### config.mk
export PLATFORM = sky130hd
export DESIGN_NAME = if_prefetch
export DESIGN_NICKNAME = d
export VERILOG_FILES = /design/src/rtl/if_prefetch_pkg.sv /design/src/rtl/if_prefetch_sync_fifo.sv /design/src/rtl/if_prefetch.sv
export SDC_FILE = /design/constraint.sdc
export NUM_CORES = 1
export LEC_CHECK = 0
export BUFFER_PORTS_ARGS = -buffer_cell sky130_fd_sc_hd__buf_2
export CORE_UTILIZATION = 33
export DETAILED_ROUTE_END_ITERATION = 12
export GPL_ROUTABILITY_DRIVEN = 0
export MAX_ROUTING_LAYER = met4
export PLACE_DENSITY = 0.5
export SETUP_SLACK_MARGIN = 0.1
export SLEW_MARGIN = 25
export SYNTH_ARGS = -nofsm -noshare
export SYNTH_HDL_FRONTEND = slang
export SYNTH_SLANG_ARGS = --single-unit
### constraint.sdc
create_clock -name clk -period 4.55 [get_ports clk]
set_clock_uncertainty 0.05 [all_clocks]
set_input_delay 0.455 -clock clk [delete_from_list [all_inputs] [get_ports clk]]
set_output_delay 0.455 -clock clk [all_outputs]
set_load 0.01 [all_outputs]
### src/rtl/if_prefetch_pkg.sv
// Shared constants for the instruction-fetch prefetch unit.
package if_prefetch_pkg;

  localparam int unsigned INST_ADDR_W_DEF = 32;
  localparam int unsigned INST_W_DEF      = 32;
  localparam int unsigned DEPTH_DEF       = 4;
  localparam logic [31:0] RESET_PC_DEF    = 32'h0000_0000;
  localparam logic [31:0] PC_STEP_DEF     = 32'd4;

  // Width of a counter able to hold 0..depth inclusive.
  function automatic int unsigned cnt_w(input int unsigned depth);
    return $clog2(depth + 1);
  endfunction

endpackage

### src/rtl/if_prefetch_sync_fifo.sv
// Synchronous FIFO with clear; push while full is accepted when a pop happens in the same cycle.
module if_prefetch_sync_fifo
  import if_prefetch_pkg::*;
#(
  parameter int unsigned WIDTH = 32,
  parameter int unsigned DEPTH = 4
) (
  input  logic                    clk,
  input  logic                    rst,
  input  logic                    push,
  input  logic                    pop,
  input  logic                    clear,
  input  logic [WIDTH-1:0]        wdata,
  output logic [WIDTH-1:0]        rdata,
  output logic [cnt_w(DEPTH)-1:0] count,
  output logic                    full,
  output logic                    empty
);

  localparam int unsigned PTR_W = $clog2(DEPTH);
  localparam int unsigned CNT_W = cnt_w(DEPTH);

  logic [WIDTH-1:0] mem [DEPTH];
  logic [PTR_W-1:0] wr_ptr;
  logic [PTR_W-1:0] rd_ptr;
  logic             do_push;
  logic             do_pop;

  assign empty   = (count == '0);
  assign full    = (count == CNT_W'(DEPTH));
  assign do_pop  = pop && !empty;
  assign do_push = push && (!full || do_pop);
  assign rdata   = mem[rd_ptr];

  always_ff @(posedge clk) begin
    if (rst || clear) begin
      wr_ptr <= '0;
      rd_ptr <= '0;
      count  <= '0;
    end else begin
      if (do_push) wr_ptr <= wr_ptr + 1'b1;
      if (do_pop)  rd_ptr <= rd_ptr + 1'b1;
      count <= count + CNT_W'(do_push) - CNT_W'(do_pop);
    end
  end

  // NOTE: storage has no reset; only the pointers and count define what is valid,
  // so resetting the array would cost flops for no behavioural benefit.
  always_ff @(posedge clk) begin
    if (do_push) mem[wr_ptr] <= wdata;
  end

endmodule

### src/rtl/if_prefetch.sv
// Instruction-fetch unit: credit-limited sequential fetch into a prefetch queue
// presented to decode under valid/ready, with redirect that discards stale work.
module if_prefetch
  import if_prefetch_pkg::*;
#(
  parameter int unsigned        ADDR_W   = INST_ADDR_W_DEF,
  parameter int unsigned        INST_W   = INST_W_DEF,
  parameter int unsigned        DEPTH    = DEPTH_DEF,
  parameter logic [ADDR_W-1:0]  RESET_PC = ADDR_W'(RESET_PC_DEF),
  parameter logic [ADDR_W-1:0]  PC_STEP  = ADDR_W'(PC_STEP_DEF)
) (
  input  logic                    clk,
  input  logic                    rst,
  input  logic                    flush_i,
  input  logic [ADDR_W-1:0]       flush_pc_i,
  output logic                    mem_req_o,
  output logic [ADDR_W-1:0]       mem_addr_o,
  input  logic                    mem_gnt_i,
  input  logic                    mem_rvalid_i,
  input  logic [INST_W-1:0]       mem_rdata_i,
  output logic                    inst_valid_o,
  output logic [ADDR_W-1:0]       inst_pc_o,
  output logic [INST_W-1:0]       inst_o,
  input  logic                    inst_ready_i,
  output logic [cnt_w(DEPTH)-1:0] occupancy_o
);

  localparam int unsigned CNT_W = cnt_w(DEPTH);
  localparam int unsigned Q_W   = ADDR_W + INST_W;

  logic [ADDR_W-1:0] fetch_pc;
  logic [CNT_W-1:0]  outstanding;
  logic [CNT_W-1:0]  outstanding_next;
  logic [CNT_W-1:0]  discard;
  logic [CNT_W:0]    credits_used;
  logic              grant;
  logic              accept;
  logic              deliver;

  logic [ADDR_W-1:0] tag_pc;
  logic [CNT_W-1:0]  tag_count;
  logic              tag_full;
  logic              tag_empty;

  logic [Q_W-1:0]    q_rdata;
  logic [CNT_W-1:0]  q_count;
  logic              q_full;
  logic              q_empty;
  logic              unused_status;

  assign credits_used = {1'b0, q_count} + {1'b0, outstanding};
  assign mem_req_o    = !rst && !flush_i && (credits_used < (CNT_W+1)'(DEPTH));
  assign mem_addr_o   = fetch_pc;
  assign grant        = mem_req_o && mem_gnt_i;

  // A word is kept only if it answers a live request; stale ones were untagged at flush.
  assign accept  = mem_rvalid_i && !flush_i && (discard == '0) && !tag_empty;
  assign deliver = inst_valid_o && inst_ready_i && !flush_i;

  // NOTE: combinational blocks use blocking assignments and give every output a
  // default first, so no path can leave a value held and infer a latch.
  always_comb begin
    outstanding_next = outstanding;
    case ({grant, mem_rvalid_i})
      2'b10:   outstanding_next = outstanding + 1'b1;
      2'b01:   outstanding_next = outstanding - 1'b1;
      default: outstanding_next = outstanding;
    endcase
  end

  always_ff @(posedge clk) begin
    if (rst) begin
      fetch_pc    <= RESET_PC;
      outstanding <= '0;
      discard     <= '0;
    end else begin
      outstanding <= outstanding_next;
      if (flush_i) begin
        fetch_pc <= flush_pc_i;
        discard  <= outstanding_next;
      end else begin
        if (grant) fetch_pc <= fetch_pc + PC_STEP;
        if (mem_rvalid_i && (discard != '0)) discard <= discard - 1'b1;
      end
    end
  end

  if_prefetch_sync_fifo #(.WIDTH(ADDR_W), .DEPTH(DEPTH)) u_tag_fifo (
    .clk   (clk),
    .rst   (rst),
    .push  (grant),
    .pop   (accept),
    .clear (flush_i),
    .wdata (fetch_pc),
    .rdata (tag_pc),
    .count (tag_count),
    .full  (tag_full),
    .empty (tag_empty)
  );

  if_prefetch_sync_fifo #(.WIDTH(Q_W), .DEPTH(DEPTH)) u_inst_queue (
    .clk   (clk),
    .rst   (rst),
    .push  (accept),
    .pop   (deliver),
    .clear (flush_i),
    .wdata ({tag_pc, mem_rdata_i}),
    .rdata (q_rdata),
    .count (q_count),
    .full  (q_full),
    .empty (q_empty)
  );

  assign unused_status = ^{tag_count, tag_full, q_full};

  // Head fields are masked so decode sees zeros whenever nothing is valid.
  assign inst_valid_o = !q_empty;
  assign inst_pc_o    = inst_valid_o ? q_rdata[INST_W +: ADDR_W] : '0;
  assign inst_o       = inst_valid_o ? q_rdata[INST_W-1:0]       : '0;
  assign occupancy_o  = q_count;

endmodule

==> metrics.cfg, run 1 <==
[pwr]
totalPowerFinal_mw = 8.43
p_per_cell_area_nw_per_um2 = 410
power.sequential.fraction = 0.533
netSwitchingPower_mw = 1.74
static-leakage-power_nw = 6.95
p_int_mw = 6.69
switching_share = 0.206
pwr-share-clk = 0.437
comb_power_share = 0.031
power.ir.vdd_worst_uv = 233

[yosys]
synth.net_count = 1040
synth_cell_type_count = 51
synth.yosys.seq_area_share = 0.732
number_of_instances_in_the_synthesized_netlist = 949
asyncSetResetFlopFracSynth = 0
syn_avg_cell_area_um2 = 18.2
synth_enable_flop_cells = 384
synthFlopType = sky130_fd_sc_hd__edfxtp_1
post-synth-top-area-fraction = 0.667
synth_top_cells_by_area = sky130_fd_sc_hd__edfxtp_1 (67%), sky130_fd_sc_hd__mux4_2 (13%), sky130_fd_sc_hd__dfxtp_1 (6.5%), sky130_fd_sc_hd__and2_1 (2.7%), sky130_fd_sc_hd__ha_1 (1.3%)
post-synth-top-area-cell = sky130_fd_sc_hd__edfxtp_1
yosys_warnings = 0
synth_area_um2 = 17300
synth.ff_latch_count = 440

[floorplanning]
number_of_rows_in_the_core_area = 83
initial_utilization = 0.336
num_io_pins = 171
coreArea_um2 = 51500
fp.dieW_um = 231
fp.dieArea_um2 = 53300
die_height_um = 231

[layout]
fraction_of_layout_instances_using_a_drive_strength_above_1 = 0.313
n_antenna_cell = 0
layout.cells.most_common_list = sky130_fd_sc_hd__edfxtp_1 (384), sky130_fd_sc_hd__buf_2 (170), sky130_fd_sc_hd__mux4_2 (96), sky130_fd_sc_hd__and2_1 (74), sky130_fd_sc_hd__nor2_1 (57)
area.growth.synth_to_final_pct = 18.9
n_fill_cell = 4756
final_nets = 1239
most_common_library_cell_in_the_layout_ignoring_fill_and_taps = sky130_fd_sc_hd__edfxtp_1

[route]
finalWirelength_mm = 38.6
drt_first_pass_iters = 5
avgRoutedWirePerCell_um = 20.8
routed-via-count = 9085
dr.first_iter.drc_count = 622
ant_nets = 0
remaining_drc_errors = 0
vias_per_cell = 4.89

[worst_hold_path]
holdCritPathClass = primary input to flip-flop

[sta]
hold_slack_ps = 43.8
final_hold_viol_count = 0
rsz0062_at_grt = no
final_max_slew_viol_count = 0
tns_ps = 0
post_layout_min_period_ps = 3360
final_min_period_over_clock_period = 0.738
timing.final.setup_violations = 0
worst_pin_slew_ps = 1030
timing_limited_maximum_frequency_ghz = 0.298
slew_headroom = 0.310

[worst_setup_path]
maximum_fanout_count_along_the_critical_path = 14
cp_data_required_time_ps = 4960
setup.worst_path.end_class = flip-flop
criticalPathCategory = flip-flop to flip-flop
startpoint_type = flip-flop
worst_ep_arrival_time_ps = 3760

[clock_tree]
worst_setup_hold_path_clk_slew_ps = 60
cts_tree = done
postCtsSetupRepairBufs = 0
cts_root_buffer = sky130_fd_sc_hd__clkbuf_16
clk_path_buf_depth = 3
clk_latency_ps = 580
cts_buf_count = 48
clock_h_tree_levels = 2
clkSinkCount = 440

[global_routing]
initial_antenna_violation_count = 0
grt_usage = 0.153
grt_pass1_vias = 9529
grt_pass1_wl_mm = 59.4
grt_start_max_net_pins = 67
grt_overflow = 0

[placed_design]
place.port_buffers = 170
hpwl_mm = 24.6

[flow_run]
max-cap-violations = 0

[outcome]
outcome = finished clean

## power groups by stage
stage               logic, mW  registers [mW]  clock network, mW
finish                  0.258            4.49               3.68
global route            0.291            4.50               3.95
CTS                     0.263            4.49               3.80
detailed placement      0.262            4.57                  0
global placement        0.260            4.57                  0
floorplan               0.140            4.56                  0
## cells in the mapped netlist, types with 8 or more instances
master and number:
sky130_fd_sc_hd__edfxtp_1 384, sky130_fd_sc_hd__mux4_2 96, sky130_fd_sc_hd__and2_1 74, sky130_fd_sc_hd__nor2_1 57, sky130_fd_sc_hd__dfxtp_1 56, sky130_fd_sc_hd__nand2_1 31
sky130_fd_sc_hd__clkbuf_1 29, sky130_fd_sc_hd__inv_1 19, sky130_fd_sc_hd__a31oi_1 18, sky130_fd_sc_hd__ha_1 18, sky130_fd_sc_hd__a21oi_1 17, sky130_fd_sc_hd__nand3_1 17
sky130_fd_sc_hd__nand4_1 14, sky130_fd_sc_hd__xor2_1 13, sky130_fd_sc_hd__o21ai_0 11, sky130_fd_sc_hd__xnor2_1 11, sky130_fd_sc_hd__a211oi_1 10, sky130_fd_sc_hd__buf_2 8
## critical path, cell delays in order, from the launching register on
cell and delay [ps]:
sky130_fd_sc_hd__dfxtp_1 430, sky130_fd_sc_hd__ha_1 270, sky130_fd_sc_hd__or3_1 450, sky130_fd_sc_hd__nor3b_4 580, sky130_fd_sc_hd__inv_2 180, sky130_fd_sc_hd__nor2_2 310
sky130_fd_sc_hd__ha_1 200, sky130_fd_sc_hd__inv_1 50, sky130_fd_sc_hd__fa_1 370, sky130_fd_sc_hd__xor2_1 170, sky130_fd_sc_hd__xnor2_1 140, sky130_fd_sc_hd__nor2_1 50
## area by class of cell
type                            count  area [um^2]  share of cell area
Clock buffer                       62         1280              0.0625
Clock inverter                     19          194             0.00943
Multi-Input combinational cell    444         4410               0.215
Tap cell                          680          851              0.0414
Timing Repair Buffer              193         1080              0.0523
Sequential cell                   440        12700               0.616
Inverter                           21         78.8             0.00383
## cells by family after synthesis
kind of cell               after synthesis  share of synthesized area
adders and majority gates               21                     0.0165
and+or+nand+nor                        228                     0.0716
xor gates and xnor gates                24                     0.0122
AOI/OAI and AO/OA                       71                     0.0261
buffers and inverters                   65                     0.0147
DFF                                    440                      0.732
muxes                                  100                      0.127
## state kept, by name, indices dropped and copies added, names as in the netlist, 3 cells and up, named ones only
register,cells
u_tag_fifo.mem,128
u_inst_queue.mem,256
mem_addr_o,32
u_inst_queue.count,3
u_tag_fifo.count,3
outstanding,3
discard,3
## stage by stage
| stage | worst slack [ps] | cell area [um^2] | instances | util |
|---|---|---|---|---|
| final | 1190 | 20600 | 1859 | 0.399 |
| after global routing | 1020 | 20600 | 1859 | 0.399 |
| after CTS | 1130 | 20600 | 1859 | 0.399 |
| after detailed placement | 1200 | 19100 | 1777 | 0.370 |
| after global placement | 1260 | 19100 | 1777 | 0.370 |
| after floorplan | 1140 | 17300 | 949 | - |
## layer usage
metal,global-route usage,share of wire
met1,0.206,0.46
met2,0.239,0.47
met3,0.0236,0.047
met4,0.0468,0.019
met5,-,0
## timing repair
action                    CTS  global route
hold endpoints to repair    4             0
resized for setup           0             0
hold buffers                1             0
## final timing paths
check        slack [ps]             startpoint  cells after the start                 endpoint
max                1190  u_inst_queue.count[2]                     11      u_tag_fifo.count[2]
min                  40        mem_rdata_i[23]                      1  u_inst_queue.mem[0][23]
max reg2reg        1190  u_inst_queue.count[2]                     11      u_tag_fifo.count[2]
min reg2reg         500   u_tag_fifo.rd_ptr[1]                      2     u_tag_fifo.rd_ptr[1]
(Power assumes the default switching activity.)
==> run 2, diff against run 1 <==
--- a/config.mk
+++ b/config.mk
@@ -10,7 +10,7 @@
 export DETAILED_ROUTE_END_ITERATION = 12
 export GPL_ROUTABILITY_DRIVEN = 0
 export MAX_ROUTING_LAYER = met4
-export PLACE_DENSITY = 0.5
+export PLACE_DENSITY = 0.51
 export SETUP_SLACK_MARGIN = 0.1
 export SLEW_MARGIN = 25
 export SYNTH_ARGS = -nofsm -noshare
==> constraint.sdc (replaced) <==
create_clock -name clk -period 3 [get_ports clk]
set_clock_uncertainty 0.05 [all_clocks]
set_input_delay 0.3 -clock clk [delete_from_list [all_inputs] [get_ports clk]]
set_output_delay 0.3 -clock clk [all_outputs]
set_load 0.01 [all_outputs]
==> run 2 against run 1 <==
Worst hold slack worse by 20 ps. Setup slack worse by 900 ps. Count of clock-buffer cells in the layout is 1 lower. Critical endpoint unchanged. Utilization is 1.9 points higher. Non-clock buffer count is 87 higher. Power is 53% higher. Global-route usage is 0.25 points higher. Cell area is 4.8% higher. Largest power group unchanged.
==> metrics.cfg, run 2 (synthesis results as in run 1) <==
[layout]
largest_reg_flops = 256  ; unchanged
most_common_library_cell_in_the_layout_ignoring_fill_and_taps = sky130_fd_sc_hd__edfxtp_1  ; unchanged
final_nets = 1326  ; was 1239
n_antenna_cell = 0  ; unchanged
fraction_of_layout_instances_using_a_drive_strength_above_1 = 0.319  ; was 0.313
area.growth.synth_to_final_pct = 24.5  ; was 18.9%
layout.cells.most_common_list = sky130_fd_sc_hd__edfxtp_1 (384), sky130_fd_sc_hd__buf_2 (170), sky130_fd_sc_hd__mux4_2 (96), sky130_fd_sc_hd__and2_1 (70), sky130_fd_sc_hd__dlygate4sd3_1 (61)  ; was sky130_fd_sc_hd__edfxtp_1 (384), sky130_fd_sc_hd__buf_2 (170), sky130_fd_sc_hd__mux4_2 (96), sky130_fd_sc_hd__and2_1 (74), sky130_fd_sc_hd__nor2_1 (57)
regMostFlops = u_inst_queue.mem  ; unchanged
n_fill_cell = 4700  ; was 4756

[worst_setup_path]
startpoint_type = flip-flop  ; unchanged
critPathMaxStageDelay_ps = 450  ; was 580 ps
critical-path-top-delay-family = simple AND/OR/NAND/NOR gates  ; unchanged
criticalPathCategory = flip-flop to flip-flop  ; unchanged
cp_data_required_time_ps = 3400  ; was 4960 ps
worst_ep_arrival_time_ps = 3110  ; was 3760 ps
critical-path-top-cell-by-count = sky130_fd_sc_hd__ha_1  ; unchanged
maximum_fanout_count_along_the_critical_path = 5  ; was 14
path_buf_inv = 2  ; unchanged
critical_path.cell_chain = ha_1, or3_1, nor3b_4, inv_2, nor2_2, ha_1, inv_1, fa_1, xor2_1, xnor2_1, nor2_1  ; unchanged
critical_path.slowest_cell = sky130_fd_sc_hd__or3_1  ; was sky130_fd_sc_hd__nor3b_4
setup.worst_path.end_class = flip-flop  ; unchanged

[sta]
post_layout_min_period_ps = 2710  ; was 3360 ps
final_critical_path_setup_slack_ps = 289  ; was 1190 ps
final_min_period_over_clock_period = 0.904  ; was 0.738
slew_headroom = 0.397  ; was 0.310
tns_ps = 0  ; unchanged
timing.final.setup_violations = 0  ; unchanged
worst_pin_slew_ps = 902  ; was 1030 ps
timing_limited_maximum_frequency_ghz = 0.369  ; was 0.298 GHz
final_hold_viol_count = 0  ; unchanged
rsz0062_at_grt = no  ; unchanged
final_max_slew_viol_count = 0  ; unchanged

[flow_run]
max-cap-violations = 0  ; unchanged

[clock_tree]
cts_buf_count = 48  ; unchanged
clock_h_tree_levels = 2  ; unchanged
clk_latency_ps = 580  ; about the same
worst_setup_hold_path_clk_slew_ps = 60  ; about the same
cts_root_buffer = sky130_fd_sc_hd__clkbuf_16  ; unchanged
clkSinkCount = 440  ; unchanged
clk_path_buf_depth = 3  ; unchanged
postCtsResizedCells = 0  ; unchanged
cts_tree = done  ; unchanged

[global_routing]
initial_antenna_violation_count = 0  ; unchanged
grt_overflow = 0  ; unchanged
grt_pass1_wl_mm = 60.5  ; was 59.4 mm
grt_start_max_net_pins = 66  ; was 67
grt_pass1_vias = 9915  ; was 9529
grt_usage = 0.155  ; was 0.153

[floorplanning]
initial_utilization = 0.336  ; unchanged
coreArea_um2 = 51500  ; unchanged
fp.dieW_um = 231  ; unchanged
num_io_pins = 171  ; unchanged
die_height_um = 231  ; unchanged
number_of_rows_in_the_core_area = 83  ; unchanged
fp.dieArea_um2 = 53300  ; unchanged

[route]
remaining_drc_errors = 0  ; unchanged
avgRoutedWirePerCell_um = 20.2  ; was 20.8 um
ant_nets = 0  ; unchanged
finalWirelength_mm = 39.5  ; was 38.6 mm
dr.first_iter.drc_count = 522  ; was 622
drt_first_pass_iters = 4  ; was 5
routed-via-count = 9390  ; was 9085
vias_per_cell = 4.80  ; was 4.89

[placed_design]
hpwl_mm = 24.7  ; was 24.6 mm
place_ws_ps = 285  ; was 1200 ps
place.port_buffers = 170  ; unchanged

[outcome]
outcome = finished clean  ; unchanged

[pwr]
static-leakage-power_nw = 7.39  ; was 6.95 nW
power.ir.vdd_worst_uv = 330  ; was 233 uV
p_per_cell_area_nw_per_um2 = 599  ; was 410 nW/um^2
totalPowerFinal_mw = 12.9  ; was 8.43 mW

[worst_hold_path]
holdCritPathClass = primary input to flip-flop  ; unchanged

## run 2: where the power goes
group | switching (mW) | internal (mW) | leakage (nW) | total, mW
logic | 0.267 | 0.226 | 2.72 | 0.493
registers | 0.0755 | 6.71 | 3.94 | 6.78
clock network | 2.37 | 3.24 | 0.729 | 5.61
total | 2.72 | 10.2 | 7.39 | 12.9
## run 2: stage by stage
stage | util | area [um^2] | hold WS (ps) | std cells
finish | 0.418 | 21500 | 24.2 | 1955
global route | 0.418 | 21500 | 22.8 | 1955
CTS | 0.418 | 21500 | 9.49 | 1954
detailed placement | 0.376 | 19400 | 472 | 1803
global placement | 0.376 | 19400 | 465 | 1803
floorplan | - | 17300 | 349 | 949
## run 2: worst paths after layout
| check | to | slack [ps] | cells after the start | from |
|---|---|---|---|---|
| min reg2reg | flip-flop | 490 | 2 | u_tag_fifo.rd_ptr[1] |
| max reg2reg | u_tag_fifo.count[2] | 290 | 11 | u_inst_queue.count[2] |
| min | mem_addr_o[6] | 20 | 3 | flush_pc_i[6] |
| max | u_tag_fifo.count[2] | 290 | 11 | u_inst_queue.count[2] |
## run 2: cell type report
cell class	instances	area [um^2]	area share
inverter	21	78.8	0.00366
timing repair buffer	280	2020	0.0940
sequential	440	12700	0.588
clock inverter	29	201	0.00935
clock buffer	61	1300	0.0604
tap	680	851	0.0395
multi-input combinational	444	4420	0.205
## run 2: tightest hold or removal path, cell delays in order
cell                      delay, ps
sky130_fd_sc_hd__buf_2          110
sky130_fd_sc_hd__a22oi_1         80
sky130_fd_sc_hd__a21oi_1        120
## run 2: per-layer routing
metal	wire length, um	up-vias	GRT usage	part of all wire
met1	18000	4771	0.205	0.45
met5	0	-	-	0
li1	-	4334	-	-
met4	702	0	0.0428	0.018
met2	19100	234	0.246	0.48
met3	1790	51	0.0289	0.045
## run 2: timing repair
item,in CTS,in global routing
hold endpoints to repair,157,0
setup buffers,0,1
hold buffers,61,0
endpoints found under the setup margin,0,42
